`src/rtl/fifo_uart_tx.sv`:
```
// Pulls one byte at a time from an upstream FIFO and sends it as an 8N1 UART frame.
// Ren, TxD and Busy are registered and change together with the state.
module fifo_uart_tx #(
   parameter int unsigned CLKS_PER_BIT = 4
) (
   input  logic       ck,
   input  logic       rst,
   input  logic       Fempty,
   input  logic [7:0] Fdata,
   output logic       Ren,
   output logic       TxD,
   output logic       Busy
);

   localparam int unsigned CNT_W = 16;
   localparam int unsigned BIT_W = 3;
   localparam logic [CNT_W-1:0] CNT_LAST = CNT_W'(CLKS_PER_BIT - 1);
   localparam logic [BIT_W-1:0] BIT_LAST = BIT_W'(7);

   typedef enum logic [2:0] {
      IDLE,
      REQ,
      LOAD,
      START,
      DATA,
      STOP
   } state_t;

   state_t           state;
   logic [CNT_W-1:0] cnt;
   logic [BIT_W-1:0] bitcnt;
   logic [7:0]       shreg;
   logic             bit_done;

   assign bit_done = (cnt == CNT_LAST);

   // Outputs are assigned on the same edge as the state they belong to.
   always_ff @(posedge ck) begin
      if (!rst) begin
         state  <= IDLE;
         cnt    <= '0;
         bitcnt <= '0;
         shreg  <= '0;
         Ren    <= 1'b0;
         TxD    <= 1'b1;
         Busy   <= 1'b0;
      end else begin
         case (state)
            IDLE: begin
               if (!Fempty) begin
                  state <= REQ;
                  Ren   <= 1'b1;
                  Busy  <= 1'b1;
               end
            end
            REQ: begin
               state <= LOAD;
               Ren   <= 1'b0;
            end
            LOAD: begin
               shreg <= Fdata;
               cnt   <= '0;
               state <= START;
               TxD   <= 1'b0;
            end
            START: begin
               if (bit_done) begin
                  cnt    <= '0;
                  bitcnt <= '0;
                  state  <= DATA;
                  TxD    <= shreg[0];
               end else begin
                  cnt <= cnt + CNT_W'(1);
               end
            end
            DATA: begin
               if (bit_done) begin
                  cnt   <= '0;
                  shreg <= shreg >> 1;
                  if (bitcnt == BIT_LAST) begin
                     state <= STOP;
                     TxD   <= 1'b1;
                  end else begin
                     bitcnt <= bitcnt + BIT_W'(1);
                     TxD    <= shreg[1];
                  end
               end else begin
                  cnt <= cnt + CNT_W'(1);
               end
            end
            STOP: begin
               if (bit_done) begin
                  cnt   <= '0;
                  state <= IDLE;
                  Busy  <= 1'b0;
               end else begin
                  cnt <= cnt + CNT_W'(1);
               end
            end
            default: begin
               state <= IDLE;
               cnt   <= '0;
               Ren   <= 1'b0;
               TxD   <= 1'b1;
               Busy  <= 1'b0;
            end
         endcase
      end
   end

endmodule

```
`config.mk`:
```
export PLATFORM = sky130hd
export DESIGN_NAME = fifo_uart_tx
export DESIGN_NICKNAME = d
export VERILOG_FILES = /design/src/rtl/fifo_uart_tx.sv
export SDC_FILE = /design/constraint.sdc
export NUM_CORES = 1
export LEC_CHECK = 0
export ABC_AREA = 0
export BUFFER_PORTS_ARGS = -buffer_cell sky130_fd_sc_hd__buf_4
export CAP_MARGIN = 20
export CORE_MARGIN = 2
export CORE_UTILIZATION = 55
export CTS_BUF_LIST = sky130_fd_sc_hd__clkbuf_8
export DETAILED_ROUTE_END_ITERATION = 8
export GPL_TIMING_DRIVEN = 0
export HOLD_SLACK_MARGIN = 0.08
export PLACE_DENSITY = 0.76
export SETUP_SLACK_MARGIN = 0.1
export SLEW_MARGIN = 20
export SYNTH_ARGS = -nofsm -noshare
export SYNTH_HDL_FRONTEND = slang
export SYNTH_SLANG_ARGS = --single-unit
```
`constraint.sdc`:
```
create_clock -name ck -period 1.9 [get_ports ck]
set_input_delay 0.19 -clock ck [delete_from_list [all_inputs] [get_ports ck]]
set_output_delay 0.19 -clock ck [all_outputs]
set_load 0.02 [all_outputs]
```
==> reports/metrics.yaml <==
sta:
  maxSlewViolCount: 0
  setup_slack_ns: 0.145
  final.setup.tns_ns: 0
  post-route-period-util: 0.924
  rsz0062_at_grt: "no"
  worst_slew_pin_slew_ns: 0.510
  setup_violations: 0
  finClkSkew_ns: 0.00338
  fin_crit_ns: 1.76
  relSlewSlack: 0.659
  fmax_mhz: 570
  hold_violations: 0
placement:
  place_inst: 247
  dp_hpwl_um: 2690
  dp_slack_ns: -0.207
  placed_area_um2: 1890
  place.gp.congestion: 0.765
  numPortBuffers: 13
finish:
  num_antenna_cells: 0
  final_nets: 230
  fill_cells: 248
  multiInputGateArea_um2: 1090
  layout_commonest_cell: "dfxtp_1"
  drive_gt1_frac: 0.250
  area_growth_pct: 22.2
  layout_common_cells: "dfxtp_1 (28), buf_4 (19), nor3_1 (18)"
  postLayoutCellArea_um2: 2130
  ff_latch_area_um2: 669
  stdcell_count: 260
synth:
  ys.flop_type: "dfxtp_1"
  synthArstFlopShare: 0
  syn_inst: 190
  syn_avg_cell_area_um2: 9.17
  syn_area_um2: 1740
  ys_ff_latch: 33
  syn_nets: 204
  synth-edff-count: 0
  seq_area_frac_synth: 0.379
  yosysWarnings: 0
  yosysUniqueCellTypes: 47
route:
  drc: 0
  routed-via-count: 1556
  first_iter_violations: 104
  final_antenna_net_count: 0
  wire_per_inst_um: 15.3
  firstDrtPassIters: 4
  via_per_inst: 5.98
  postRouteWirelength_um: 3980
grt:
  busiest_layer: "met2"
  grt_max_degree: 11
  gr-total-overflow: 0
  grt_pass1_vias: 1421
  met2_usage: 0.424
  grtUsageMet1: 0.275
  grt_pass1_wl_um: 6440
  grtUsageTotal: 0.239
  met3_usage: 0.0606
  grt_antenna_before_repair: 0
floorplanning:
  rows: 20
  coreArea_um2: 3030
  die_w_um: 60.3
  dieHeight_um: 60.3
  dieArea_um2: 3630
  start_util: 0.575
  io_pins: 14
clock_tree:
  htreeDepth: 2
  root_buffer: "clkbuf_8"
  clock_sinks: 33
  clk_latency_ns: 0.28
  path_clk_slew_ns: 0.06
  cts_tree: "built"
  cts.path.max_buffers: 2
  cts_made_buffers: 5
worst_setup_path:
  rr_startpoint: "cnt[1]$_SDFFE_PN0N_"
  max_stage_delay_ns: 0.37
  cp-end-kind: "register"
  critPathKind: "reg2reg"
  crit_slowest_cell: "dfxtp_2"
  cp.required_ns: 2.08
  cp_cell_sequence: "ha_4 > nor4b_4 > buf_4 > nand4_4 > a211oi_2 > mux2_2"
  path_buf_inv: 1
  startpoint: "cnt[1]$_SDFFE_PN0N_"
  cp-start-kind: "register"
  path_max_fanout: 4
  arrival_ns: 1.93
  path_delay_family: "flip-flops"
run_status:
  status: "finished clean"
job:
  drv_cap: 0
power:
  p_leak_uw: 0.000779
  p_per_area_nw_per_um2: 710
  ir_worst_vdd_uv: 430
worst_hold_path:
  hold_path.class: "in2reg"
  min_from: "Fdata[7]"
worst paths after layout:
path	cells past startpoint	end	slack, ns
setup / recovery	6	TxD$_SDFFE_PN1P_	0.14
hold / removal	3	shreg[7]$_SDFFE_PN0P_	0.15
setup reg to reg	6	TxD$_SDFFE_PN1P_	0.14
hold reg to reg	1	bitcnt[1]$_SDFFE_PN0P_	0.49
where the power goes:
group          switching, µW  internal [µW]  total [µW]
combinational            111            101         213
clock                    241            282         523
sequential              37.7            738         776
total                    390           1120        1510
tightest hold or removal path, delay by kind of cell:
kind,cells,cell delay (ns)
compound gates,1,0.05
buf+inv,1,0.11
simple gates,1,0.04
through the flow:
step                hold slack, ns  power, µW  utilization
floorplan                    0.326        928            -
global route                 0.171       1580        0.703
detailed placement           0.451        992        0.626
finish                       0.152       1510        0.703
global placement             0.447        979        0.626
CTS                          0.152       1520        0.679
synth_stat cells, types with 2 or more instances:
library cell  number  area, µm²
a211oi_1           2       15.0
a211oi_2           2       25.0
a21o_1             3       22.5
a21oi_1            8       40.0
a221o_1            7       70.1
a22o_1             2       17.5
buf_2              3       15.0
clkbuf_1           5       18.8
dfxtp_1           33        661
ha_1               3       37.5
inv_1              6       22.5
mux2_2             2       22.5
mux2i_1            8       80.1
nand2_1            6       22.5
nand3_1            5       25.0
nand4_1            4       25.0
nor2_1            15       56.3
nor2b_1            3       18.8
nor3_1            20        100
nor4_1             4       25.0
nor4_2             3       37.5
o211ai_1           2       15.0
o21ai_0            8       40.0
or3_1              2       12.5
xnor2_1            7       61.3
xor2_1             6       52.6
routing by layer:
metal  part of all wire  up-vias
met5                  0        -
met4              0.018        0
met3              0.046       10
met2               0.53       45
met1               0.41      730
li1                   -      771
cells by family (layout without fill, tap and decap cells):
| logic type | count (synthesis) | in the layout | synth area share |
|---|---|---|---|
| XOR/XNOR | 13 | 13 | 0.0654 |
| adder cells (fa/ha/maj) | 3 | 3 | 0.0216 |
| AO/OA/AOI/OAI | 43 | 43 | 0.191 |
| flip-flops | 33 | 33 | 0.379 |
| buffers and inverters | 16 | 42 | 0.0388 |
| AND/OR/NAND/NOR | 72 | 72 | 0.245 |
| multiplexers | 10 | 10 | 0.0589 |
cell type report:
class / instances / share of cell area
Clock buffer: 6 / 0.0388
Timing Repair Buffer: 19 / 0.0729
Buffer: 10 / 0.0229
Tap cell: 44 / 0.0259
Clock inverter: 1 / 0.00176
Sequential cell: 33 / 0.315
Multi-Input combinational cell: 141 / 0.513
Inverter: 6 / 0.0106
sequential cells by signal (all words and copies together) (netlist names):
signal  flops
Ren         1
cnt        16
bitcnt      3
state       3
Busy        1
shreg       8
TxD         1
repair_timing:
action	4_1_cts	5_1_grt
hold buffers	0	0
resized for setup	10	12
hold endpoints to repair	0	0
endpoints found under the setup margin	29	12
buffers inserted	2	4
pin swaps	2	2
cloned	0	0
Power figures use the tool's default switching activity.
